## config.mk

```make
export PLATFORM = sky130hd
export DESIGN_NAME = rr_mux_arb
export DESIGN_NICKNAME = d
export VERILOG_FILES = /design/src/rtl/rr_mux_arb.sv
export SDC_FILE = /design/constraint.sdc
export NUM_CORES = 1
export LEC_CHECK = 0
export ABC_AREA = 0
export BUFFER_PORTS_ARGS = -buffer_cell sky130_fd_sc_hd__clkbuf_2
export CORE_UTILIZATION = 45
export DETAILED_ROUTE_END_ITERATION = 10
export MAX_ROUTING_LAYER = met4
export PLACE_DENSITY = 0.76
export SYNTH_ARGS = -nofsm -noshare
export SYNTH_HDL_FRONTEND = slang
export SYNTH_SLANG_ARGS = --single-unit
```

## constraint.sdc

```tcl
create_clock -name clk -period 9.7 [get_ports clk]
set_clock_uncertainty 0.15 [all_clocks]
set_input_delay 0.485 -clock clk [delete_from_list [all_inputs] [get_ports clk]]
set_output_delay 0.485 -clock clk [all_outputs]
set_load 0.05 [all_outputs]
```

## src/rtl/rr_mux_arb.sv

```systemverilog
// rr_mux_arb
//   Round-robin arbiter/sequencer sharing one registered output channel among
//   NUMIN valid/ready requesters. A lane holds the grant for up to MAXBURST
//   beats; the grant is dropped early if the lane goes idle. Backpressure
//   freezes the output register and the burst counter.
//
//   State  | meaning
//   -------+-----------------------------------------------------------
//   IDLE   | no grant; searching ptr, ptr+1, ... for the next valid lane
//   GRANT  | lane sel owns the output channel for the current burst
//
// Ports
//   clk       clock, rising edge
//   rst       asynchronous reset, active-high
//   din_vec   packed lane data, lane i at [i*DWIDTH +: DWIDTH]
//   din_v     per-lane valid
//   din_rdy   per-lane ready (combinational, at most one bit high)
//   dout      registered output data
//   dout_v    registered output valid
//   dout_rdy  downstream ready
//   sel       currently or most recently granted lane
//   busy      high while a grant is held
module rr_mux_arb #(
  parameter int NUMIN    = 16,
  parameter int DWIDTH   = 8,
  parameter int MAXBURST = 4
) (
  input  logic                      clk,
  input  logic                      rst,
  input  logic [NUMIN*DWIDTH-1:0]   din_vec,
  input  logic [NUMIN-1:0]          din_v,
  output logic [NUMIN-1:0]          din_rdy,
  output logic [DWIDTH-1:0]         dout,
  output logic                      dout_v,
  input  logic                      dout_rdy,
  output logic [$clog2(NUMIN)-1:0]  sel,
  output logic                      busy
);

  localparam int SW = $clog2(NUMIN);
  localparam int CW = (MAXBURST > 1) ? $clog2(MAXBURST) : 1;

  typedef enum logic {
    S_IDLE  = 1'b0,
    S_GRANT = 1'b1
  } state_t;

  state_t            r_state, w_state_nxt;
  logic [SW-1:0]     r_ptr, w_ptr_nxt;
  logic [SW-1:0]     r_sel, w_sel_nxt;
  logic [CW-1:0]     r_cnt, w_cnt_nxt;
  logic              r_busy;
  logic [DWIDTH-1:0] r_dout;
  logic              r_dout_v;

  logic              w_any;
  logic [SW-1:0]     w_pick;
  logic              w_out_free;
  logic              w_grant_rdy;
  logic              w_sel_v;
  logic              w_beat;
  logic [DWIDTH-1:0] w_sel_data;
  logic [SW-1:0]     w_sel_inc;

  // Rotating priority search. Offsets are scanned from the far end down so
  // the smallest offset from r_ptr is the last (winning) assignment. The
  // sum is one bit wider so the modulo works for non-power-of-2 NUMIN.
  always_comb begin
    logic [SW:0] w_sum;
    w_any  = 1'b0;
    w_pick = r_ptr;
    w_sum  = '0;
    for (int k = NUMIN - 1; k >= 0; k--) begin
      w_sum = {1'b0, r_ptr} + (SW+1)'(k);
      if (w_sum >= (SW+1)'(NUMIN)) begin
        w_sum = w_sum - (SW+1)'(NUMIN);
      end
      if (din_v[w_sum[SW-1:0]]) begin
        w_any  = 1'b1;
        w_pick = w_sum[SW-1:0];
      end
    end
  end

  // Selected-lane mux for data and valid.
  always_comb begin
    w_sel_data = '0;
    w_sel_v    = 1'b0;
    for (int i = 0; i < NUMIN; i++) begin
      if (r_sel == SW'(i)) begin
        w_sel_data = din_vec[i*DWIDTH +: DWIDTH];
        w_sel_v    = din_v[i];
      end
    end
  end

  assign w_out_free  = !r_dout_v || dout_rdy;
  // Ready deliberately ignores din_v so no combinational valid->ready path.
  assign w_grant_rdy = (r_state == S_GRANT) && w_out_free;
  assign w_beat      = w_grant_rdy && w_sel_v;
  assign w_sel_inc   = (r_sel == SW'(NUMIN - 1)) ? '0 : r_sel + SW'(1);

  always_comb begin
    din_rdy = '0;
    for (int i = 0; i < NUMIN; i++) begin
      din_rdy[i] = w_grant_rdy && (r_sel == SW'(i));
    end
  end

  // Next-state logic
  always_comb begin
    w_state_nxt = r_state;
    w_ptr_nxt   = r_ptr;
    w_sel_nxt   = r_sel;
    w_cnt_nxt   = r_cnt;
    case (r_state)
      S_IDLE: begin
        if (w_any) begin
          w_state_nxt = S_GRANT;
          w_sel_nxt   = w_pick;
          w_cnt_nxt   = '0;
        end
      end
      S_GRANT: begin
        if (!w_sel_v) begin
          w_state_nxt = S_IDLE;
          w_ptr_nxt   = w_sel_inc;
          w_cnt_nxt   = '0;
        end else if (w_beat) begin
          if (r_cnt == CW'(MAXBURST - 1)) begin
            w_state_nxt = S_IDLE;
            w_ptr_nxt   = w_sel_inc;
            w_cnt_nxt   = '0;
          end else begin
            w_cnt_nxt = r_cnt + CW'(1);
          end
        end
      end
      default: begin
        w_state_nxt = S_IDLE;
      end
    endcase
  end

  // State register
  always_ff @(posedge clk or posedge rst) begin
    if (rst) begin
      r_state <= S_IDLE;
      r_ptr   <= '0;
      r_sel   <= '0;
      r_cnt   <= '0;
      r_busy  <= 1'b0;
    end else begin
      r_state <= w_state_nxt;
      r_ptr   <= w_ptr_nxt;
      r_sel   <= w_sel_nxt;
      r_cnt   <= w_cnt_nxt;
      r_busy  <= (w_state_nxt == S_GRANT);
    end
  end

  // Output register; dout keeps its last value once drained.
  always_ff @(posedge clk or posedge rst) begin
    if (rst) begin
      r_dout   <= '0;
      r_dout_v <= 1'b0;
    end else if (w_beat) begin
      r_dout   <= w_sel_data;
      r_dout_v <= 1'b1;
    end else if (dout_rdy) begin
      r_dout_v <= 1'b0;
    end
  end

  assign dout   = r_dout;
  assign dout_v = r_dout_v;
  assign sel    = r_sel;
  assign busy   = r_busy;

endmodule

```

# After elaboration in Yosys (flattened, before gate mapping)
# Cells that the tools add are included.
[word_totals] ff_bits=20 inputBits=147 output_inout_bits=30 word_cells=245
[classes] addsub=33 order_cmp=32 n_eq_ne=20 mux=128 bitwise=1 reduce_logical=25
[op_table] operator="$mux W4" count=36
[op_table] operator="$mux W8" count=16
[op_table] operator="$lt A4 B5 Y1 const B" count=16
[op_table] operator="$ge A5 B5 Y1 const B" count=15
[op_table] operator="$bmux W1 S4" count=16
[op_table] operator="$sub A4 B1 Y4 const B" count=16
[op_table] operator="$mux W1" count=54
[op_table] operator="$add A4 B4 Y5 const B" count=8
[op_table] operator="$eq A4 B4 Y1 const B" count=8
[op_table] operator="$add A4 B3 Y5 const B" count=4
[op_table] operator="$logic_and A1 B1 Y1" count=18
[op_table] operator="$eq A4 B3 Y1 const B" count=4
[op_table] operator="$add A4 B2 Y5 const B" count=2
[op_table] operator="$eq A4 B2 Y1 const B" count=2
[op_table] operator="$mux W2" count=4
[op_table] operator="$add A4 B1 Y5 const B" count=1
[op_table] operator="$ge A4 B5 Y1 const B" count=1
[op_table] operator="$add A4 B1 Y4 const B" count=1
[op_table] operator="$eq A4 B1 Y1 const B" count=1
[op_table] operator="$logic_not A4 Y1" count=1
[op_table] operator="$ne A2 B1 Y1 const B" count=2
[op_table] operator="$pmux W2 S2" count=1
[op_table] operator="$reduce_and A2 Y1" count=2
[op_table] operator="$ne A3 B2 Y1 const B" count=1
[op_table] operator="other kinds (9)" count=9

# Longest topological paths before layout
# Gate-level depths: netlist of run 1.
[depth] word_depth=23 ltp_mapped=15

# Worst setup path before layout of run 1
# No wires, ideal clock.
[synth_timing] path_kind="flip-flop to flip-flop" from="reg r_ptr[1]" to="reg r_sel[1], in the netlist sel[1]" setup_ns=0.082 arrival_time_ns=3.690 t_required_ns=9.468 setup_slack_ns=5.778 path_stages_with_launch=14 n_path_buf=4 cell_sequence="dfrtp_1 -> buf_2 -> clkbuf_1 -> inv_1 -> ha_1 -> clkbuf_1 -> clkbuf_1 -> mux4_2 -> mux2i_1 -> mux2_2 -> mux2_1 -> o31ai_1 -> a22oi_1 -> a31oi_1"
[synth_via] elab_chain_cells=22 word_cells_on_any_way=128
[synth_rtl] item="start: declaration" line="49" text="logic [SW-1:0] r_ptr, w_ptr_nxt;"
[synth_rtl] item="start signal: assignment" line="155" text="r_ptr <= w_ptr_nxt;"
[synth_rtl] item="$add A4 B4 Y5" line="74" text="w_sum = {1'b0, r_ptr} + (SW+1)'(k);"
[synth_rtl] item="$sub A4 B1 Y4 / $ge A5 B5 Y1 (equally long branches)" line="76, 75"
[synth_rtl] item="$mux W4" line="75" text="if (w_sum >= (SW+1)'(NUMIN)) begin"
[synth_rtl] item="$bmux W1 S4" line="78" text="if (din_v[w_sum[SW-1:0]]) begin"
[synth_rtl] item="$mux W1 (not written as such)" line="78"
[synth_rtl] item="$mux W1 (16 in a row)" line="78"
[synth_rtl] item="$reduce_and A2 Y1 (no source line)"
[synth_rtl] item="end signal: assignment" line="156" text="r_sel <= w_sel_nxt;"
[synth_rtl] item="end: declaration" line="50" text="logic [SW-1:0] r_sel, w_sel_nxt;"
# Several ways; a longest one is shown, not always the timed one. The select of a mux whose other input is x is not followed.
# A chain may end at the register's enable or synchronous reset.

# Worst setup path after layout of run 1
[layout_timing] from="reg r_ptr[0]" to="reg r_sel[0], in the netlist sel[0]"
# The elaborated chain is that of the path after synthesis.

==> reports/qor.txt, run 1 <==
relative slew slack - 31.7%
Yosys reg bits - 20
IO Pins - 177
CP dominant cell by count - mux4_2
DRT Pass-1 Iters - 5
Met1 Routed Length - 7.04 mm
Detail Placement HPWL - 15.0 mm
Layout Cells excl Fill - 854
clk_lat worst skew - 0.26 ns
DR vias/cell - 6.40
first-pass GRT wire length - 28.9 mm
CTS Hold Buffers Added - 0
critical path cell sequence - buf_4 -> inv_1 -> ha_1 -> mux4_2 -> mux4_2 -> a211oi_1 -> o211ai_1 -> a31oi_1 -> xnor2_1 -> mux2i_1
post-synthesis sequential area ratio - 11.0%
CTS tree - yes
Req. time, crit path - 9.68 ns
share of the synthesized area in the top cell type - 11.9%
gr usage total - 37.7%
layout cell share with drive strength beyond 1 - 34.3%
largest net degree at the start of global routing - 42
Final Hold Viols - 0
syn avg cell area - 7.92 µm²
clock tree root buffer cell - clkbuf_8
Area Growth Syn to Fin - 21.2%
setup ws final - 5.30 ns
worst-margin pin slew - 0.996 ns
period utilisation layout - 45.4%
WL/cell - 22.1 µm
multi-input logic area - 0.00378 mm²
GRT overflow - 0
crit path DAT - 4.38 ns
number of synthesized flops with an enable pin - 0
number of synthesis warnings - 0
post-route ant nets - 0
FFs w/ async S/R, synth - 100%
Crit path largest cell delay - 0.95 ns
RSZ-0062 raised after global routing - no
uppermost routed layer - met4
crit-path max FO - 41
crit path capture type - flip-flop
WS Path Type - reg -> reg
# Post-CTS Setup Buffers - 0
Post-Syn Area - 0.00455 mm²
Main synth FF type - dfrtp_1
Final Max Tran Viols - 0
Post-Syn Instances - 574
status - finished, final reports clean
PostCTS Resize Cnt - 0
Inserted Clock Buffers - 3
number of global-route vias before repair - 5,313
startpoint types - flip-flop
area leader, netlist - mux4_2
sequential cell area - 500 µm²
initial antenna violation count - 3
synth top area cells - mux4_2 12%, dfrtp_1 11%, mux2i_1 7.7%
unique cell type count in the Yosys netlist - 68
setup TNS - 0 ns
syn nets - 733
met3 routed WL - 1.41 mm
area of the core - 0.00977 mm²
Die X - 103 µm
WL met2 - 9.57 mm
Place WS - 5.35 ns
Rows - 36
final WL - 18.9 mm
DRC Markers - 0
First DRT Iteration DRCs - 328
die height - 103 µm
DR vias - 5,463
clk sinks - 20
CP max stage cell - ha_1
Period minus WS final - 4.40 ns
Worst-path clk slew - 0.08 ns
Fillers - 960
Clock Path Buffers - 2
H-tree depth - 1
Final nets - 879
GPL Wtd Cong - 1.02
PortBufs - 176
dpl cells - 848
Max Freq - 227 MHz
Starting Density - 46.5%
Die ar. - 0.0105 mm²
setup violators final - 0
Min-Delay Path Class - in -> async
MaxCap Viol Count - 0
## final timing paths
path                                           start                    to  slack [ns]  depth (start not counted)
worst max register to register  r_ptr[0]$_DFFE_PP0P_    sel[0]$_DFFE_PP0P_        5.30                         10
min in group clk                 dout[0]$_DFFE_PP0P_   dout[0]$_DFFE_PP0P_        0.37                          1
worst min register to register   dout[0]$_DFFE_PP0P_   dout[0]$_DFFE_PP0P_        0.37                          1
worst max-delay path            r_ptr[0]$_DFFE_PP0P_    sel[0]$_DFFE_PP0P_        5.30                         10
worst min-delay path                             rst        busy$_DFF_PP0_        0.19                          2
max in group asynchronous                        rst  r_ptr[1]$_DFFE_PP0P_        8.71                          2
## routing by layer
metal	vias up	GRT usage, %
met4	0	19.5
met1	2617	41.5
met2	277	66.5
met3	54	4.81
met5	-	-
li1	2515	-
## cell usage in the layout, fill, tap and decap left out, types with 10 or more instances in the layout
master,Yosys,final
mux2i_1,35,35
nand2_1,55,55
mux2_2,26,26
and3_1,11,11
inv_1,20,20
a221oi_1,12,12
ha_1,12,12
nor3_1,10,10
o31ai_1,10,10
a22oi_1,12,12
o22ai_1,18,18
nand3_1,19,19
clkbuf_2,0,176
a21oi_1,32,32
o21ai_0,37,37
mux2_1,12,12
mux4_2,24,24
nor2_1,50,50
dfrtp_1,20,20
## metrics by stage
stage | utilization [%] | instance area, µm² | hold slack [ns]
2_1_floorplan | - | 4550 | 0.299
3_3_place_gp | 55.9 | 5460 | 0.343
3_5_place_dp | 55.9 | 5460 | 0.350
4_1_cts | 56.3 | 5500 | 0.224
5_1_grt | 56.4 | 5510 | 0.305
6_report | 56.4 | 5510 | 0.191
## area by class of cell
class,count,share of cell area (%)
inverter,22,1.50
sequential,20,9.08
timing repair buffer,183,16.9
antenna,3,0.136
clock buffer,3,0.749
tap,133,3.02
multi-input combinational,490,68.6
## synthesized netlist by cell type, types with 3 or more instances
cell type  count
nand2_1       55
nor2_1        50
o21ai_0       37
mux2i_1       35
clkbuf_1      33
a21oi_1       32
mux2_2        26
mux4_2        24
dfrtp_1       20
inv_1         20
nand3_1       19
o22ai_1       18
a221oi_1      12
a22oi_1       12
ha_1          12
mux2_1        12
and3_1        11
nor3_1        10
o31ai_1       10
a221o_1        8
and2_1         8
nand2b_1       8
o211ai_1       8
xnor2_1        8
a31oi_1        6
nor2b_1        6
o22a_1         6
a211oi_1       4
buf_1          4
nand4_1        4
a311oi_1       3
o21ai_1        3
o221ai_1       3
xnor2_2        3
## flip-flops by register name, summed over array words and instances (netlist names)
signal,count
r_cnt,2
sel,4
dout,8
busy,1
dout_v,1
r_ptr,4
## critical path, delay by kind of cell, from the launching register on
family          cells  cell delay [ns]
buf+inv             2             0.62
fa+ha+maj           1             0.95
xor+xnor            1             0.21
compound gates      3             0.78
mux                 3             1.22
flops               1             0.33
## kinds of logic (layout without fill, tap and decap cells)
logic type	count (synthesis)	count (layout)	share of synthesized area (%)
AO/OA/AOI/OAI	188	188	28.2
AND/OR/NAND/NOR	177	177	18.1
multiplexers	100	100	30.5
buffers and inverters	64	208	5.91
flip-flops	20	20	11.0
XOR/XNOR	13	13	3.00
adder cells (fa/ha/maj)	12	12	3.30
other	0	3	0
Power of run 1 is not shown: default switching activity piles up to over one toggle a cycle in this logic, so the estimate is an artifact.
==> run 2: changes to the inputs <==
==> constraint.sdc (replaced) <==
create_clock -name clk -period 4.3 [get_ports clk]
set_clock_uncertainty 0.15 [all_clocks]
set_input_delay 0.215 -clock clk [delete_from_list [all_inputs] [get_ports clk]]
set_output_delay 0.215 -clock clk [all_outputs]
set_load 0.05 [all_outputs]
==> run 2 against run 1 <==
  * First-iteration DRC count grew 3.0%
  * Setup slack lost 4.5 ns
  * Via count grew 1.2%
  * Sequential cell count is the same
  * Wire length shrank 4.9%
  * Largest cell class unchanged
==> reports/qor.txt, run 2 (same netlist as run 1, synthesis figures left out) <==
Hold Path Depth - 3
setup slack, reg-to-reg - 0.78 ns
GRT overflow - 0
CP dominant cell by count - o211ai_1
Crit path largest cell delay - 0.60 ns
worst-margin pin slew - 1.00 ns
MaxCap Viol Count - 0
Area Growth Syn to Fin - 24.5%
Req. time, crit path - 4.30 ns
DRC Markers - 0
First DRT Iteration DRCs - 338
period utilisation layout - 81.9%
Inserted Clock Buffers - 3
clock tree root buffer cell - clkbuf_8
PostCTS Resize Cnt - 0
commonest non-fill, non-tap cell in the layout - clkbuf_2
Die X - 103 µm
status - finished, final reports clean
RR Startpoint - sel[0]$_DFFE_PP0P_
CTS tree - yes
hold endpoint - dout_v$_DFFE_PP0P_
FF-to-FF path depth - 10
Clock Path Buffers - 2
Final Hold Viols - 0
CP max stage cell - ha_1
area of the core - 0.00977 mm²
Detail Placement HPWL - 14.3 mm
relative slew slack - 33.1%
layout cell share with drive strength beyond 1 - 35.6%
hold path start - dout_rdy
Rows - 36
PortBufs - 176
Starting Density - 46.5%
sequential cell area - 500 µm²
crit path DAT - 3.52 ns
setup TNS - 0 ns
Max Freq - 284 MHz
RSZ-0062 raised after global routing - no
H-tree depth - 1
clk sinks - 20
Final nets - 894
DR vias - 5,531
Final Max Tran Viols - 0
WS Path Type - reg -> reg
gr usage total - 35.7%
critical path cell sequence - inv_1 -> ha_1 -> nand2_1 -> o211ai_1 -> o211ai_1 -> a21o_1 -> a211oi_1 -> o21ai_0 -> o21ai_1 -> mux2_2
post-route ant nets - 0
Die ar. - 0.0105 mm²
critical path startpoint - sel[0]$_DFFE_PP0P_
initial antenna violation count - 1
crit path capture type - flip-flop
setup violators final - 0
Min-Delay Path Class - in -> reg
Period minus WS final - 3.52 ns
clk_lat worst skew - 0.26 ns
Fillers - 959
# Post-CTS Setup Buffers - 0
most frequent cells in the layout - 176 x clkbuf_2, 55 x nand2_1, 50 x nor2_1, 37 x o21ai_0, 35 x mux2i_1
reg2reg end - r_ptr[1]$_DFFE_PP0P_
largest net degree at the start of global routing - 41
DRT Pass-1 Iters - 5
die height - 103 µm
final WL - 18.0 mm
Worst-path clk slew - 0.08 ns
WL/cell - 20.7 µm
number of global-route vias before repair - 5,417
DR vias/cell - 6.37
max reg flops - 8
GPL Wtd Cong - 1.02
first-pass GRT wire length - 27.8 mm
crit-path max FO - 18
startpoint types - flip-flop
multi-input logic area - 0.00378 mm²
IO Pins - 177
-- run 2: cell count changes in the layout (fill, tap and decap cells not counted) --
cell           previous run  this run
buf_4                     7        20
diode_2                   3         1
buf_12                    0         1
bufinv_16                 0         1
dlygate4sd3_1             0         1
-- run 2: metrics by stage --
step / std cells / util [%] / area, µm² / setup slack, ns / hold slack (ns)
global placement: 862 / 57.1 / 5580 / 0.800 / 0.207
CTS: 867 / 57.9 / 5660 / 0.787 / 0.155
detailed placement: 862 / 57.1 / 5580 / 0.800 / 0.210
floorplan: 574 / - / 4550 / 0.378 / 0.0288
finish: 868 / 57.9 / 5660 / 0.778 / 0.159
global route: 868 / 57.9 / 5660 / 0.535 / 0.206
-- run 2: how the worst max path moves through the flow --
| stage | endpoint | slack (ns) |
|---|---|---|
| finish | r_ptr[1]$_DFFE_PP0P_ | 0.78 |
| global route | r_ptr[1]$_DFFE_PP0P_ | 0.54 |
| CTS | sel[3]$_DFFE_PP0P_ | 0.79 |
| detailed placement | sel[3]$_DFFE_PP0P_ | 0.80 |
| global placement | sel[3]$_DFFE_PP0P_ | 0.80 |
| floorplan | sel[1]$_DFFE_PP0P_ | 0.38 |
-- run 2: metal layers --
layer	track usage [%]	share of wire (%)
met1	41.5	38
met2	61.9	50
met3	3.59	7.3
met4	16.3	4.8
met5	-	0
-- run 2: worst max-delay path, delay by kind of cell (launching register included) --
kind / cells / cell delay [ns]
flip-flops: 1 / 0.45
multiplexers: 1 / 0.38
adder cells (fa/ha/maj): 1 / 0.60
AND/OR/NAND/NOR: 1 / 0.11
buffers and inverters: 1 / 0.15
AO/OA/AOI/OAI: 6 / 1.56
-- run 2: area by class of cell --
type	count	area share [%]
antenna	1	0.0442
tap	133	2.94
multi-input combinational	490	66.7
clock inverter	1	0.530
timing repair buffer	198	18.7
sequential	20	8.84
clock buffer	3	0.729
inverter	22	1.46
-- run 2: repair_timing --
action / 4_1_cts / 5_1_grt
setup endpoints to repair: 0 / 0
hold endpoints to repair: 20 / 0
hold buffers: 1 / 0
Power of run 2 is left out for the same reason.
